[src/rtl/ce_sequencer.sv]
// ce_sequencer: run-control scheduler producing the clk_enable strobe for a
// generated subsystem. Modes: idle, continuous run, single step, counted burst.
//
// Handshake: run_req/stop_req/step_req/burst_req are single-cycle pulses with
// no backpressure. A request is accepted on the edge it is sampled only if the
// current mode allows it (priority stop > step > burst > run); otherwise it is
// dropped. busy tells the requester that a mode other than IDLE is active, and
// done marks normal completion of a STEP or BURST.
module ce_sequencer #(
  parameter int DIV_MAX = 1199999,
  parameter int DIV_W   = 21,
  parameter int BURST_W = 4
) (
  input  logic               clk,
  input  logic               rst_n,
  input  logic               run_req,
  input  logic               stop_req,
  input  logic               step_req,
  input  logic               burst_req,
  input  logic [BURST_W-1:0] burst_len,
  output logic               ce,
  output logic [1:0]         state,
  output logic               done,
  output logic               busy
);

  typedef enum logic [1:0] {
    S_IDLE  = 2'b00,
    S_RUN   = 2'b01,
    S_STEP  = 2'b10,
    S_BURST = 2'b11
  } state_t;

  localparam logic [DIV_W-1:0] DIV_TOP = DIV_W'(DIV_MAX);

  state_t             state_q, state_d;
  logic [DIV_W-1:0]   div_q, div_d;
  logic [BURST_W-1:0] cnt_q, cnt_d;
  logic [BURST_W-1:0] len_q, len_d;
  logic [BURST_W-1:0] cnt_inc;
  logic               ce_q, ce_d;
  logic               done_q, done_d;
  logic               wrap;

  assign wrap    = (div_q == DIV_TOP);
  assign cnt_inc = cnt_q + BURST_W'(1);

  // Next-state, divider/pulse counters and registered strobe decisions.
  always_comb begin
    state_d = state_q;
    div_d   = '0;
    cnt_d   = cnt_q;
    len_d   = len_q;
    ce_d    = 1'b0;
    done_d  = 1'b0;
    case (state_q)
      S_IDLE: begin
        if (stop_req) begin
          state_d = S_IDLE;
        end else if (step_req) begin
          state_d = S_STEP;
        end else if (burst_req) begin
          len_d = burst_len;
          cnt_d = '0;
          // A zero-length burst completes immediately without any enable.
          if (burst_len == '0) begin
            done_d = 1'b1;
          end else begin
            state_d = S_BURST;
          end
        end else if (run_req) begin
          state_d = S_RUN;
        end
      end
      S_RUN: begin
        // Stop wins over a coinciding wrap: no enable on the stop edge.
        if (stop_req) begin
          state_d = S_IDLE;
        end else if (wrap) begin
          ce_d = 1'b1;
        end else begin
          div_d = div_q + DIV_W'(1);
        end
      end
      S_STEP: begin
        state_d = S_IDLE;
        if (!stop_req) begin
          ce_d   = 1'b1;
          done_d = 1'b1;
        end
      end
      S_BURST: begin
        if (stop_req) begin
          state_d = S_IDLE;
        end else if (wrap) begin
          ce_d  = 1'b1;
          cnt_d = cnt_inc;
          if (cnt_inc == len_q) begin
            done_d  = 1'b1;
            state_d = S_IDLE;
          end
        end else begin
          div_d = div_q + DIV_W'(1);
        end
      end
      default: state_d = S_IDLE;
    endcase
  end

  // State and counter registers; all outputs are registered here.
  always_ff @(posedge clk or negedge rst_n) begin
    if (!rst_n) begin
      state_q <= S_IDLE;
      div_q   <= '0;
      cnt_q   <= '0;
      len_q   <= '0;
      ce_q    <= 1'b0;
      done_q  <= 1'b0;
    end else begin
      state_q <= state_d;
      div_q   <= div_d;
      cnt_q   <= cnt_d;
      len_q   <= len_d;
      ce_q    <= ce_d;
      done_q  <= done_d;
    end
  end

  assign ce    = ce_q;
  assign done  = done_q;
  assign state = state_q;
  assign busy  = (state_q != S_IDLE);

endmodule

[config.mk]
export PLATFORM = sky130hd
export DESIGN_NAME = ce_sequencer
export DESIGN_NICKNAME = d
export VERILOG_FILES = /design/src/rtl/ce_sequencer.sv
export SDC_FILE = /design/constraint.sdc
export NUM_CORES = 1
export LEC_CHECK = 0
export CAP_MARGIN = 20
export CORE_MARGIN = 5
export CORE_UTILIZATION = 61
export DETAILED_ROUTE_END_ITERATION = 16
export PLACE_DENSITY = 0.8
export SETUP_SLACK_MARGIN = 0.4
export SLEW_MARGIN = 20
export SYNTH_ARGS = -nofsm -noshare
export SYNTH_HDL_FRONTEND = slang
export SYNTH_SLANG_ARGS = --single-unit
export TNS_END_PERCENT = 1
[constraint.sdc]
create_clock -name clk -period 4.7 [get_ports clk]
set_clock_uncertainty 0.2 [all_clocks]
set_input_delay 0.94 -clock clk [delete_from_list [all_inputs] [get_ports clk]]
set_output_delay 0.94 -clock clk [all_outputs]
set_load 0.01 [all_outputs]
==> impl_metrics.toml <==
[status]
run_status = "finished clean"

[synth]
synth_mux_area_share_pct = 0.882
ys_types = 39
synthesis.area_mm2 = 0.00170
synth_xor_area_share_pct = 12.9
synth_simple_gate_area_share_pct = 30.0
synth_fa_ha_area_share_pct = 1.47
synth_ff_type = "dfrtp_1"
synth_compound_area_share_pct = 4.70
avgSynthCellArea_um2 = 9.84
synth-seq-cells = 33
postSynthCellCount = 173
synth_top_family_by_area = "simple AND/OR/NAND/NOR gates"
synth_edf_count = 0
yosysSeqAreaShare_pct = 48.5
ys_warn_count = 0
ys_async_sr_fraction_pct = 100
syn-num-nets = 185

[setup_path]
critPathArrivalTime_ns = 1.66
crit_path_max_fanout = 9
crit_buf_inv = 1
start_kind = "register"
end_kind = "output pin"
critPathRequiredTime_ns = 3.56
path_class = "register to output pin"
crit_path_max_incr_delay_ns = 0.57
cpMaxStageDelayCell = "clkdlybuf4s50_1"
critPathTopFamily = "buffers and inverters"
cp_cell_sequence = "or2_1 > clkdlybuf4s50_1"

[global_route]
grt_pass1_wl_mm = 5.93
grt-ovfl-total = 0
grt_antenna_before_repair = 0
grt_usage_pct = 19.2
grt_max_degree = 34
grt_pass1_vias = 1305

[sta]
post-route-period-util_pct = 59.6
layout_min_cycle_time_ns = 2.80
finalHoldViolCount = 0
grt_setup_unrepaired = "false"
fin_tns_setup_ns = 0
drv_slew = 0
setup_viol = 0
tightest_slew_ns = 0.490
slew_headroom_pct = 67.0
fmax_ghz = 0.357

[floorplanning]
core-area_mm2 = 0.00271
num_io_pins = 15
die_area_mm2 = 0.00395
fp.dieH_um = 62.8
num_rows = 19
start_util_pct = 62.8
fp.dieW_um = 62.8

[clock_tree]
cts_max_path_buffers = 2
cts_root_buffer = "clkbuf_4"
clock-sinks = 33
hold_buffers = 0
cts_tree = "done"
cts_htree_levels = 2
clk_latency_ns = 0.34
postCtsSetupBuffers = 0
cts_inserted_buffers = 5
cts.repair.resized = 0
clkSlewWorstSetupHoldPaths_ns = 0.10

[finish]
layout-drive-gt1-share_pct = 10.8
layout_common_cells = "dfrtp_1 (33), nor2_1 (26), nand2_1 (18), clkdlybuf4s50_1 (14), xor2_1 (13)"
stdcell_count = 225
nets = 205
num_antenna_cells = 0
syn_to_final_growth_pct = 14.3
layout_commonest_cell = "dfrtp_1"

[pwr]
vdd_drop_max_mv = 0.239
power_density_mw_per_mm2 = 295
leakagePower_nw = 0.818

[routing]
wl_met3_um = 208
top_layer = "met4"
drtIter0Drc = 56
drc_errors = 0
vias_per_cell = 5.83
vias = 1311
final_antenna_net_count = 0
drt_wl_total_mm = 3.39
dr_wl_met2_mm = 1.67
wl_per_cell_um = 15.1
first_pass_iters = 4
wirelength_met1_mm = 1.45

[min_path]
hold_class = "register to register"

[placed_design]
port_buffers = 14
gp_congestion = 0.811
dpl.hpwl_mm = 2.47
dpl.cell_count = 217

[run]
maxCapViolations = 0
## logic make-up (layout without fill, tap and decap cells)
family	after synthesis	in the layout
and+or+nand+nor	93	93
muxes	1	1
adders and majority gates	2	2
AOI/OAI and AO/OA	13	13
buffers and inverters	6	27
DFF	33	33
xor gates and xnor gates	25	25
## cell usage after synthesis, types with 3 or more instances
library cell | number | share of area (%)
nand2_1 | 18 | 4.0
nand2b_1 | 3 | 1.1
nor3_1 | 3 | 0.88
xor2_1 | 13 | 6.7
inv_1 | 4 | 0.88
nor2_1 | 26 | 5.7
nand3_1 | 12 | 3.5
and3_1 | 3 | 1.1
dfrtp_1 | 33 | 48
a21oi_1 | 4 | 1.2
nand4_1 | 7 | 2.6
xnor2_1 | 12 | 6.2
## area by class of cell
cell class                      count  area [µm²]
Timing Repair Buffer               15         148
Tap cell                           31        38.8
Multi-Input combinational cell    134         850
Fill cell                         203         763
Inverter                            4        15.0
Clock buffer                        7        65.1
Sequential cell                    33         826
Clock inverter                      1        5.00
## worst register-to-register path: stages (launching register included)
cell     delay [ns]
dfrtp_1        0.40
ha_1           0.24
nand4_2        0.21
nor4_2         0.49
nand3_1        0.15
xor2_1         0.16
nor2_1         0.06
## worst paths after layout
check	from	endpoint	slack (ns)	depth (start not counted)
worst max-delay path	state[0]$_DFFE_PN0P_	busy	1.90	2
worst min-delay path	div_q[0]$_DFF_PN0_	div_q[0]$_DFF_PN0_	0.31	1
min in group asynchronous	rst_n	div_q[6]$_DFF_PN0_	0.79	2
worst max register to register	div_q[0]$_DFF_PN0_	div_q[20]$_DFF_PN0_	2.70	6
max in group asynchronous	rst_n	div_q[3]$_DFF_PN0_	3.21	2
worst min register to register	div_q[0]$_DFF_PN0_	div_q[0]$_DFF_PN0_	0.31	1
## layer usage
metal | global-route usage [%] | up-vias
met1 | 22.8 | 635
met3 | 7.19 | 6
li1 | - | 635
met5 | 0 | -
met4 | 8.75 | 0
met2 | 30.8 | 35
## per-stage QoR
stage               total power [W]  hold WS [ns]  setup slack, ns  area (µm²)  utilization [%]
finish                     0.000574         0.307             1.90        1950             71.8
global route               0.000605         0.332             1.78        1950             71.8
CTS                        0.000577         0.312             1.87        1950             71.8
detailed placement         0.000393         0.287             2.04        1880             69.3
global placement           0.000390         0.286             2.12        1880             69.3
floorplan                  0.000360         0.251             2.69        1700                -
## sequential cells by signal (all words and copies together) (netlist names)
register	flops
div_q	21
cnt_q	4
len_q	4
state	2
ce	1
done	1
## power breakdown
group	switching, W	leakage [nW]	total, W	internal [W]
sequential	0.0000159	0.451	0.000315	0.000299
clock	0.0000994	0.0413	0.000186	0.0000867
combinational	0.0000355	0.325	0.0000729	0.0000374
Power figures use the tool's default switching activity.
